$ cat src/rtl/prefetch_store_buffer_if.sv
// Bus bundle between the prefetcher FSM / L1 side and the store buffer.
// The master modport is the FSM+L1 view. The slave modport is the buffer view.
interface prefetch_store_buffer_if #(
  parameter int DEPTH  = 4,
  parameter int ADDR_W = 32,
  parameter int DATA_W = 32
);
  localparam int CNT_W = $clog2(DEPTH) + 1;

  // store side
  logic              wr_en_i;
  logic [ADDR_W-1:0] w_addr_i;
  logic [DATA_W-1:0] w_data_i;
  // load side
  logic              rd_req_i;
  logic [ADDR_W-1:0] rd_addr_i;
  logic              wait_o;
  logic              data_ready_o;
  logic [DATA_W-1:0] data_o;
  logic              hit_o;
  // drain side
  logic              drain_valid_o;
  logic [ADDR_W-1:0] drain_addr_o;
  logic [DATA_W-1:0] drain_data_o;
  logic              drain_ready_i;
  // status
  logic [CNT_W-1:0]  count_o;
  logic              full_o;
  logic              empty_o;
  logic              overflow_o;

  modport master (
    output wr_en_i, w_addr_i, w_data_i, rd_req_i, rd_addr_i, drain_ready_i,
    input  wait_o, data_ready_o, data_o, hit_o, drain_valid_o, drain_addr_o,
           drain_data_o, count_o, full_o, empty_o, overflow_o
  );

  modport slave (
    input  wr_en_i, w_addr_i, w_data_i, rd_req_i, rd_addr_i, drain_ready_i,
    output wait_o, data_ready_o, data_o, hit_o, drain_valid_o, drain_addr_o,
           drain_data_o, count_o, full_o, empty_o, overflow_o
  );
endinterface

$ cat src/rtl/prefetch_store_buffer.sv
// Store buffer beside the prefetcher FSM.
// It is an in-order circular FIFO of {addr, data} drained to the L1.
// Loads get store-to-load forwarding and are answered after a fixed latency.
module prefetch_store_buffer #(
  parameter int DEPTH      = 4,
  parameter int ADDR_W     = 32,
  parameter int DATA_W     = 32,
  parameter int LD_LATENCY = 3
) (
  input  logic                   clk,
  input  logic                   reset,
  prefetch_store_buffer_if.slave bus
);
  localparam int PTR_W = (DEPTH > 1) ? $clog2(DEPTH) : 1;
  localparam int CNT_W = $clog2(DEPTH) + 1;
  localparam int LAT_W = $clog2(LD_LATENCY + 1);

  localparam logic [1:0] S_IDLE = 2'd0;
  localparam logic [1:0] S_WAIT = 2'd1;
  localparam logic [1:0] S_RESP = 2'd2;

  logic [DEPTH-1:0][ADDR_W-1:0] addr_mem;
  logic [DEPTH-1:0][DATA_W-1:0] data_mem;
  logic [DEPTH-1:0]             valid_q;
  logic [PTR_W-1:0]             head, tail;
  logic [CNT_W-1:0]             count;
  logic                         overflow_q;
  logic                         full, empty, push, pop;

  logic [1:0]                   state;
  logic [LAT_W-1:0]             lat_cnt;
  logic [DATA_W-1:0]            snap_data, last_data;
  logic                         snap_hit;

  logic [DEPTH-1:0][PTR_W-1:0]  ord_idx;
  logic                         fwd_hit;
  logic [DATA_W-1:0]            fwd_data;

  assign full  = (count == CNT_W'(DEPTH));
  assign empty = (count == '0);
  assign pop   = ~empty & bus.drain_ready_i;
  assign push  = bus.wr_en_i & (~full | pop);

  assign bus.drain_valid_o = ~empty;
  assign bus.drain_addr_o  = addr_mem[head];
  assign bus.drain_data_o  = data_mem[head];
  assign bus.count_o       = count;
  assign bus.full_o        = full;
  assign bus.empty_o       = empty;
  assign bus.overflow_o    = overflow_q;

  // Entry indices ordered oldest (k=0) to youngest, starting at the head.
  for (genvar k = 0; k < DEPTH; k++) begin : g_ord
    assign ord_idx[k] = head + PTR_W'(k);
  end

  // Forwarding search: a later (younger) match overrides an earlier one.
  // A same-cycle push is the youngest of all.
  always_comb begin
    fwd_hit  = 1'b0;
    fwd_data = '0;
    for (int k = 0; k < DEPTH; k++) begin
      if (valid_q[ord_idx[k]] && addr_mem[ord_idx[k]] == bus.rd_addr_i) begin
        fwd_hit  = 1'b1;
        fwd_data = data_mem[ord_idx[k]];
      end
    end
    if (push && bus.w_addr_i == bus.rd_addr_i) begin
      fwd_hit  = 1'b1;
      fwd_data = bus.w_data_i;
    end
  end

  // FIFO control: pointers, per-entry valid bits, occupancy and the sticky drop flag.
  always_ff @(posedge clk or posedge reset) begin
    if (reset) begin
      head       <= '0;
      tail       <= '0;
      count      <= '0;
      valid_q    <= '0;
      overflow_q <= 1'b0;
    end else begin
      // The pop is applied before the push, so a full push+pop on the same slot leaves it valid.
      if (pop) begin
        head          <= head + 1'b1;
        valid_q[head] <= 1'b0;
      end
      if (push) begin
        tail          <= tail + 1'b1;
        valid_q[tail] <= 1'b1;
      end
      if (push && !pop)      count <= count + 1'b1;
      else if (pop && !push) count <= count - 1'b1;
      if (bus.wr_en_i && !push) overflow_q <= 1'b1;
    end
  end

  // Entry payload is don't-care after reset, so it is not reset.
  always_ff @(posedge clk) begin
    if (push) begin
      addr_mem[tail] <= bus.w_addr_i;
      data_mem[tail] <= bus.w_data_i;
    end
  end

  // Load FSM: snapshot on accept, count down the latency, then pulse for one cycle.
  always_ff @(posedge clk or posedge reset) begin
    if (reset) begin
      state     <= S_IDLE;
      lat_cnt   <= '0;
      snap_data <= '0;
      snap_hit  <= 1'b0;
      last_data <= '0;
    end else begin
      case (state)
        S_IDLE: if (bus.rd_req_i) begin
          snap_data <= fwd_data;
          snap_hit  <= fwd_hit;
          lat_cnt   <= LAT_W'(LD_LATENCY - 1);
          state     <= (LD_LATENCY == 1) ? S_RESP : S_WAIT;
        end
        S_WAIT: begin
          lat_cnt <= lat_cnt - 1'b1;
          if (lat_cnt == LAT_W'(1)) state <= S_RESP;
        end
        S_RESP: begin
          last_data <= snap_data;
          state     <= S_IDLE;
        end
        default: state <= S_IDLE;
      endcase
    end
  end

  // data_o shows the snapshot in RESP and holds the last returned word otherwise.
  assign bus.wait_o       = (state != S_IDLE);
  assign bus.data_ready_o = (state == S_RESP);
  assign bus.hit_o        = (state == S_RESP) & snap_hit;
  assign bus.data_o       = (state == S_RESP) ? snap_data : last_data;
endmodule
$ cat src/flat_wrapper.sv
// flat-port wrapper written by rule: the top's interface ports become plain ports
module prefetch_store_buffer_flat 
#(
  parameter int DEPTH      = 4,
  parameter int ADDR_W     = 32,
  parameter int DATA_W     = 32,
  parameter int LD_LATENCY = 3
)
  (clk, reset, bus_wr_en_i, bus_w_addr_i, bus_w_data_i, bus_rd_req_i, bus_rd_addr_i, bus_drain_ready_i, bus_wait_o, bus_data_ready_o, bus_data_o, bus_hit_o, bus_drain_valid_o, bus_drain_addr_o, bus_drain_data_o, bus_count_o, bus_full_o, bus_empty_o, bus_overflow_o);
  prefetch_store_buffer_if #(.DEPTH(DEPTH), .ADDR_W(ADDR_W), .DATA_W(DATA_W)) bus_i ();
  input  logic clk;
  input  logic reset;
  input wire logic [$bits(bus_i.wr_en_i)-1:0] bus_wr_en_i;
  input wire logic [$bits(bus_i.w_addr_i)-1:0] bus_w_addr_i;
  input wire logic [$bits(bus_i.w_data_i)-1:0] bus_w_data_i;
  input wire logic [$bits(bus_i.rd_req_i)-1:0] bus_rd_req_i;
  input wire logic [$bits(bus_i.rd_addr_i)-1:0] bus_rd_addr_i;
  input wire logic [$bits(bus_i.drain_ready_i)-1:0] bus_drain_ready_i;
  output wire logic [$bits(bus_i.wait_o)-1:0] bus_wait_o;
  output wire logic [$bits(bus_i.data_ready_o)-1:0] bus_data_ready_o;
  output wire logic [$bits(bus_i.data_o)-1:0] bus_data_o;
  output wire logic [$bits(bus_i.hit_o)-1:0] bus_hit_o;
  output wire logic [$bits(bus_i.drain_valid_o)-1:0] bus_drain_valid_o;
  output wire logic [$bits(bus_i.drain_addr_o)-1:0] bus_drain_addr_o;
  output wire logic [$bits(bus_i.drain_data_o)-1:0] bus_drain_data_o;
  output wire logic [$bits(bus_i.count_o)-1:0] bus_count_o;
  output wire logic [$bits(bus_i.full_o)-1:0] bus_full_o;
  output wire logic [$bits(bus_i.empty_o)-1:0] bus_empty_o;
  output wire logic [$bits(bus_i.overflow_o)-1:0] bus_overflow_o;
  assign bus_i.wr_en_i = bus_wr_en_i;
  assign bus_i.w_addr_i = bus_w_addr_i;
  assign bus_i.w_data_i = bus_w_data_i;
  assign bus_i.rd_req_i = bus_rd_req_i;
  assign bus_i.rd_addr_i = bus_rd_addr_i;
  assign bus_i.drain_ready_i = bus_drain_ready_i;
  assign bus_wait_o = bus_i.wait_o;
  assign bus_data_ready_o = bus_i.data_ready_o;
  assign bus_data_o = bus_i.data_o;
  assign bus_hit_o = bus_i.hit_o;
  assign bus_drain_valid_o = bus_i.drain_valid_o;
  assign bus_drain_addr_o = bus_i.drain_addr_o;
  assign bus_drain_data_o = bus_i.drain_data_o;
  assign bus_count_o = bus_i.count_o;
  assign bus_full_o = bus_i.full_o;
  assign bus_empty_o = bus_i.empty_o;
  assign bus_overflow_o = bus_i.overflow_o;
  prefetch_store_buffer #(.DEPTH(DEPTH), .ADDR_W(ADDR_W), .DATA_W(DATA_W), .LD_LATENCY(LD_LATENCY)) u_core (.clk(clk), .reset(reset), .bus(bus_i));
endmodule
$ cat config.mk
export PLATFORM = sky130hd
export DESIGN_NAME = prefetch_store_buffer_flat
export DESIGN_NICKNAME = d
export VERILOG_FILES = /design/src/rtl/prefetch_store_buffer_if.sv /design/src/rtl/prefetch_store_buffer.sv /design/src/flat_wrapper.sv
export SDC_FILE = /design/constraint.sdc
export NUM_CORES = 1
export LEC_CHECK = 0
export ABC_CLOCK_PERIOD_IN_PS = 3900
export CORE_MARGIN = 4
export CORE_UTILIZATION = 40
export DETAILED_ROUTE_END_ITERATION = 12
export DONT_BUFFER_PORTS = 1
export GPL_ROUTABILITY_DRIVEN = 0
export PLACE_DENSITY = 0.64
export SYNTH_ARGS = -nofsm -noshare
export SYNTH_HDL_FRONTEND = slang
export SYNTH_SLANG_ARGS = --single-unit
$ cat constraint.sdc
create_clock -name clk -period 3.9 [get_ports clk]
set_input_delay 0.39 -clock clk [delete_from_list [all_inputs] [get_ports clk]]
set_output_delay 0.39 -clock clk [all_outputs]
set_load 0.02 [all_outputs]
==> metrics.yaml, run 1 <==
worst_slew_pin_slew_ns: 0.911
share_seq_of_total_power_pct: 25.0
setup_viol: 0
setup_ws_ns: 0.103
io_pins: 207
crit_fanout: 54
maxCapViolCount: 0
power.density_mw_per_mm2: 820
synth_cells: 1519
design.final.nets: 1687
yosys.area.top_type_share_pct: 35.6
via_per_inst: 6.58
dp_worst_setup_slack_ns: 0.0641
row_count: 84
remaining_drc_errors: 0
tritoncts: "built"
final_hold_viol_count: 0
fin_setup_tns_ns: 0
clock_insertion_delay_at_the_later_pin_of_the_skew_report_ns: 0.60
drt_pre_antenna_iters: 7
outcome: "completed"
max_stage_delay_ns: 0.60
yosysWarnings: 0
cts_max_path_buffers: 3
worst_path_max_delay_cell: "mux4_2"
clock_power_share_pct: 19.9
insertedDiodeCount: 0
dr.first_iter.drc_count: 1719
power.share.switching_pct: 40.0
power.share.combinational_pct: 55.2
ir_worst_vdd_v: 0.000584
wire_length_of_the_first_global_routing_pass_mm: 98.7
clk_transition_reported_paths_ns: 0.06
filler_cells_inserted: 4561
die_y_um: 240
synth_nets: 1631
timing.clock.skew_ns: 0.0462
achievable-frequency_ghz: 0.263
post-route-min-period_ns: 3.80
final_period_util_pct: 97.4
maxSlewHeadroom_pct: 39.1
final_cell_mix: "edfxtp_1, mux4_2, mux2i_1"
antenna_found_initial: 0
gr-usage-all-layers_pct: 22.6
cts_num_sinks: 337
ys_types: 68
crit_top_cell: "nand4_1"
core_mm2: 0.0531
synth-seq-area-share_pct: 44.9
series_of_cell_instances_along_the_critical_path: "buf_12, buf_16, mux4_2, xnor2_1, nand4_1, nor4_1, nand4_1, a211oi_4, buf_4, a221oi_1, o21ai_1"
grt_max_degree: 69
syn_area_per_cell_um2: 14.2
detailedPlacementHpwl_mm: 45.3
first_global_vias: 14787
synth_edf_count: 256
initial_util_pct: 40.7
place_inst: 2155
design.die.area_mm2: 0.0578
cp.required_ns: 4.39
finalWirelength_mm: 67.1
power_mw: 20.5
grt_remaining_overflow: 0
area_growth_syn_to_layout_pct: 15.9
count_of_port_buffers_added_during_placement: 0
avgRoutedWirePerCell_um: 29.2
cts_post_setup_buffers_inserted: 0
switchingPower_mw: 8.21
die_width_um: 240
antenna_left: 0
final-max-slew-violation-count: 0
synth-async-reset-ratio_pct: 24.0
cts_root_buffer: "clkbuf_16"
cp.arrival_ns: 4.29
post-synth-top-area-cell: "edfxtp_1"
routed-via-count: 15103
endpoint_kind: "register"
post-route-cell-area_mm2: 0.0251
synthFlopType: "edfxtp_1"
power.internal_mw: 12.3
post_dp_cell_area_mm2: 0.0229
hold_path_class: "in -> reg"
setup_crit_path_kind: "reg -> reg"
synth_area_leaders: "edfxtp_1, mux4_2, dfrtp_1"
critPathLaunchType: "register"
mostFrequentLayoutCell: "edfxtp_1"
drive_above_1_share_pct: 28.3
cellLeakagePower_nw: 9.01
h-tree-depth: 2
num_cts_buffers: 40
synthesis_stage_register_bit_count: 337
synth_area_mm2: 0.0216
final-instance-count-excl-fill: 2295
[sequential cells by signal, indices dropped and copies added (netlist names)]
register and flops:
u_core.snap_hit 1, u_core.snap_data 32, u_core.lat_cnt 2, u_core.head 2
u_core.bus.count_o 3, u_core.bus.overflow_o 1, u_core.last_data 32, u_core.state 2
u_core.addr_mem 128, u_core.valid_q 4, u_core.data_mem 128, u_core.tail 2
[layer usage]
layer / wire length [um] / global-route usage, % / vias up
li1: - / - / 6312
met1: 26700 / 30.9 / 7826
met2: 31600 / 36.1 / 834
met3: 6660 / 5.47 / 131
met4: 2190 / 7.15 / 0
met5: 0 / 0 / -
[cell families (layout without fill, tap and decap cells)]
| family | after synthesis | count (layout) | synth area share, % |
|---|---|---|---|
| compound gates | 249 | 249 | 9.22 |
| simple gates | 176 | 176 | 4.12 |
| flops | 337 | 337 | 44.9 |
| xor+xnor | 129 | 129 | 5.23 |
| fa+ha+maj | 11 | 11 | 0.671 |
| buf+inv | 207 | 295 | 4.29 |
| mux | 410 | 410 | 31.5 |
[worst paths after layout]
kind                                       from              endpoint  slack, ns  cells after the start
max reg2reg                      u_core.head[0]  u_core.snap_data[31]       0.10                     11
min                                bus_rd_req_i       u_core.state[0]       0.05                      2
min in group asynchronous                 reset  u_core.last_data[11]       0.44                      2
max in group asynchronous                 reset   u_core.snap_data[3]       2.55                      3
min reg2reg                u_core.snap_data[10]  u_core.snap_data[10]       0.51                      2
max                              u_core.head[0]  u_core.snap_data[31]       0.10                     11
[synth_stat cells, types with 27 or more instances]
library cell  count
o21ai_1          29
edfxtp_1        256
nor2_1           62
xnor2_1          87
mux4_2          212
mux2i_1         149
inv_1            60
a221oi_1         35
buf_2            52
mux2_2           49
a41o_1           31
xor2_1           42
o221ai_1         27
dfrtp_1          81
clkbuf_1         64
nand2_1          27
[worst max-delay path, delay by kind of cell (launching register included)]
kind | cells | cell delay (ns)
compound gates | 3 | 0.61
buf+inv | 3 | 0.82
mux | 1 | 0.60
xor+xnor | 1 | 0.29
simple gates | 3 | 0.94
flops | 1 | 0.43
[what timing repair did]
item,4_1_cts,5_1_grt
resized for setup,1,9
hold buffers,66,0
setup endpoints to repair,16,30
endpoints found under the hold margin,307,0
[cell type report]
type / count / area, um2 / share of cell area, %
Timing Repair Buffer: 161 / 1740 / 6.95
Tap cell: 688 / 861 / 3.44
Multi-Input combinational cell: 975 / 11100 / 44.2
Clock buffer: 48 / 1050 / 4.19
Sequential cell: 337 / 9720 / 38.8
Inverter: 60 / 228 / 0.909
Clock inverter: 26 / 377 / 1.50
[metrics by stage]
stage | hold slack, ns | util [%]
floorplan | 0.461 | -
global placement | 0.444 | 43.2
detailed placement | 0.438 | 43.2
CTS | 0.0138 | 47.1
global route | 0.0374 | 47.2
finish | 0.0472 | 47.2
[power groups by stage]
stage	Combinational, mW	Sequential [mW]	Clock (mW)
2_1_floorplan	8.57	5.01	0
3_3_place_gp	11.0	5.12	0
3_5_place_dp	11.1	5.17	0
4_1_cts	11.2	5.11	4.15
5_1_grt	11.9	5.19	4.32
6_report	11.3	5.13	4.08
No activity file was read; power rests on OpenSTA's default activity.
==> run 2, diff against run 1 <==
--- a/config.mk
+++ b/config.mk
@@ -11,6 +11,7 @@
 export DETAILED_ROUTE_END_ITERATION = 12
 export DONT_BUFFER_PORTS = 1
 export GPL_ROUTABILITY_DRIVEN = 0
+export HOLD_SLACK_MARGIN = 0.15
 export PLACE_DENSITY = 0.64
 export SYNTH_ARGS = -nofsm -noshare
 export SYNTH_HDL_FRONTEND = slang
==> run 2 against run 1 <==
Compared with the run above: register-to-register slack barely moved; die area did not move; sequential cell count did not move; maximum frequency rose by 0.32%; global-route usage rose by 0.082 points; cell count barely moved; critical endpoint unchanged; largest cell class unchanged; largest power group unchanged.
==> metrics.yaml, run 2 (synthesized netlist as in run 1, its figures left out) <==
power_mw: 20.6  # +0.15%
endpoint_kind: "register"
cp_num_buf_inv: 3  # unchanged
hold_path_class: "in -> reg"
core_mm2: 0.0531  # unchanged
finalWirelength_mm: 67.3  # +0.33%
timing.clock.skew_ns: 0.0486  # +0.00242 ns
clk_transition_reported_paths_ns: 0.06  # about the same
series_of_cell_instances_along_the_critical_path: "buf_12, buf_16, mux4_2, xnor2_1, nand4_1, nor4_1, nand4_1, a211oi_4, buf_4, a221oi_1, o21ai_1"
final_cell_mix: "edfxtp_1, mux4_2, mux2i_1"
worstHoldEndpoint: "u_core.snap_data[19]"
setup_crit_path_kind: "reg -> reg"
antenna_found_initial: 0  # unchanged
post-route-min-period_ns: 3.78  # -0.0120 ns
via_per_inst: 6.61  # +0.48%
detailedPlacementHpwl_mm: 45.3  # unchanged
die_y_um: 240  # unchanged
outcome: "completed"
final-max-slew-violation-count: 0  # unchanged
io_pins: 207  # unchanged
final_core_utilization_pct: 47.2  # about the same
filler_cells_inserted: 4561  # unchanged
cts_num_sinks: 337  # unchanged
final-instance-count-excl-fill: 2297  # +0.087%
cts_max_path_buffers: 3  # unchanged
worst-r2r-cell-count: 11  # unchanged
worst_path_max_delay_cell: "mux4_2"
cellLeakagePower_nw: 9.02  # about the same
cp.required_ns: 4.39  # about the same
final_period_util_pct: 97.0  # -0.31 points
r2r-start: "u_core.head[0]"
dp_worst_setup_slack_ns: 0.0641  # unchanged
tritoncts: "built"
dr.first_iter.drc_count: 1625  # -5.5%
critPathLaunchType: "register"
design.die.area_mm2: 0.0578  # unchanged
mostFrequentLayoutCell: "edfxtp_1"
r2r_setup_slack_ns: 0.12  # about the same
num_cts_buffers: 40  # unchanged
worst_slew_pin_slew_ns: 0.922  # +0.0113 ns
cts_root_buffer: "clkbuf_16"
biggestRegsByFlops: "u_core.addr_mem x128, u_core.data_mem x128"
maxSlewHeadroom_pct: 38.4  # -0.75 points
remaining_drc_errors: 0  # unchanged
first_global_vias: 14849  # +0.42%
achievable-frequency_ghz: 0.264  # +0.32%
fin_setup_tns_ns: 0  # unchanged
setup_viol: 0  # unchanged
final_hold_viol_count: 0  # unchanged
crit-reg2reg-capture: "u_core.snap_data[31]"
die_width_um: 240  # unchanged
crit_path_max_delay_family: "simple AND/OR/NAND/NOR gates"
area_growth_syn_to_layout_pct: 16.0  # about the same
count_of_port_buffers_added_during_placement: 0  # unchanged
min-delay-start: "bus_w_data_i[19]"
max_stage_delay_ns: 0.60  # about the same
finalHoldWorstSlack_ns: 0.179  # +0.132 ns
routed-via-count: 15188  # +0.56%
ff_latch_area_mm2: 0.00972  # unchanged
wire_length_of_the_first_global_routing_pass_mm: 99.0  # +0.32%
design.final.nets: 1689  # +0.12%
multi_input_comb_area_mm2: 0.0111  # unchanged
min_path_cells: 5  # +3
insertedDiodeCount: 0  # unchanged
h-tree-depth: 2  # unchanged
gr-usage-all-layers_pct: 22.7  # +0.082 points
setup_ws_ns: 0.115  # +0.0120 ns
post-route-cell-area_mm2: 0.0251  # about the same
drt_pre_antenna_iters: 7  # unchanged
ir_worst_vdd_v: 0.000583  # -0.17%
crit_top_cell: "nand4_1"
row_count: 84  # unchanged
antenna_left: 0  # unchanged
cp.arrival_ns: 4.27  # -0.02 ns
avgRoutedWirePerCell_um: 29.3  # +0.24%
maxCapViolCount: 0  # unchanged
post_dp_cell_area_mm2: 0.0229  # unchanged
crit_fanout: 54  # unchanged
place_inst: 2155  # unchanged
grt_max_degree: 69  # unchanged
power.density_mw_per_mm2: 820  # about the same
drive_above_1_share_pct: 28.3  # -0.035 points
grt_remaining_overflow: 0  # unchanged
clock_insertion_delay_at_the_later_pin_of_the_skew_report_ns: 0.60  # about the same
initial_util_pct: 40.7  # unchanged
run 2: changes by cell type in the layout (fill, tap and decap cells not counted), sizes merged:
cell and change:
dlygate4sd3 +2
run 2: per-layer routing:
metal	GRT usage, %	wire [um]	vias up
met5	0	0	-
met2	36.3	31600	865
met4	6.86	2100	0
li1	-	-	6306
met1	30.9	26400	7884
met3	5.62	7200	133
run 2: what timing repair did:
item | in CTS | in global routing
cloned | 0 | 0
setup endpoints to repair | 16 | 30
endpoints found under the hold margin | 342 | 0
buffers inserted | 0 | 0
resized for setup | 1 | 9
hold buffers | 68 | 0
run 2: worst min-delay path: stages:
cell	delay [ns]
inv_1	0.02
nor2_1	0.09
a41o_1	0.10
mux2i_1	0.06
o21ai_1	0.07
run 2: layout make-up:
| cell class | count | share of cell area [%] |
|---|---|---|
| clock buffer | 48 | 4.19 |
| clock inverter | 26 | 1.50 |
| inverter | 60 | 0.908 |
| multi-input combinational | 975 | 44.2 |
| sequential | 337 | 38.8 |
| tap | 688 | 3.43 |
| timing repair buffer | 163 | 7.02 |
run 2: report_power, final:
group | internal [mW] | switching, mW | total (mW)
Combinational | 5.32 | 6.03 | 11.4
Sequential | 4.58 | 0.552 | 5.13
Clock | 2.43 | 1.65 | 4.08
Total | 12.3 | 8.23 | 20.6
run 2: how the worst max path moves through the flow:
| stage | start | end | slack, ns | cells past startpoint |
|---|---|---|---|---|
| 6_report | u_core.head[0] | u_core.snap_data[31] | 0.12 | 11 |
| 3_5_place_dp | u_core.head[0] | u_core.snap_data[10] | 0.06 | 14 |
| 5_1_grt | u_core.head[0] | u_core.snap_data[3] | -0.02 | 14 |
| 3_3_place_gp | u_core.head[0] | u_core.snap_data[30] | 0.06 | 14 |
| 2_1_floorplan | u_core.head[0] | u_core.snap_data[27] | 0.02 | 20 |
| 4_1_cts | u_core.head[0] | u_core.snap_data[3] | 0.05 | 14 |
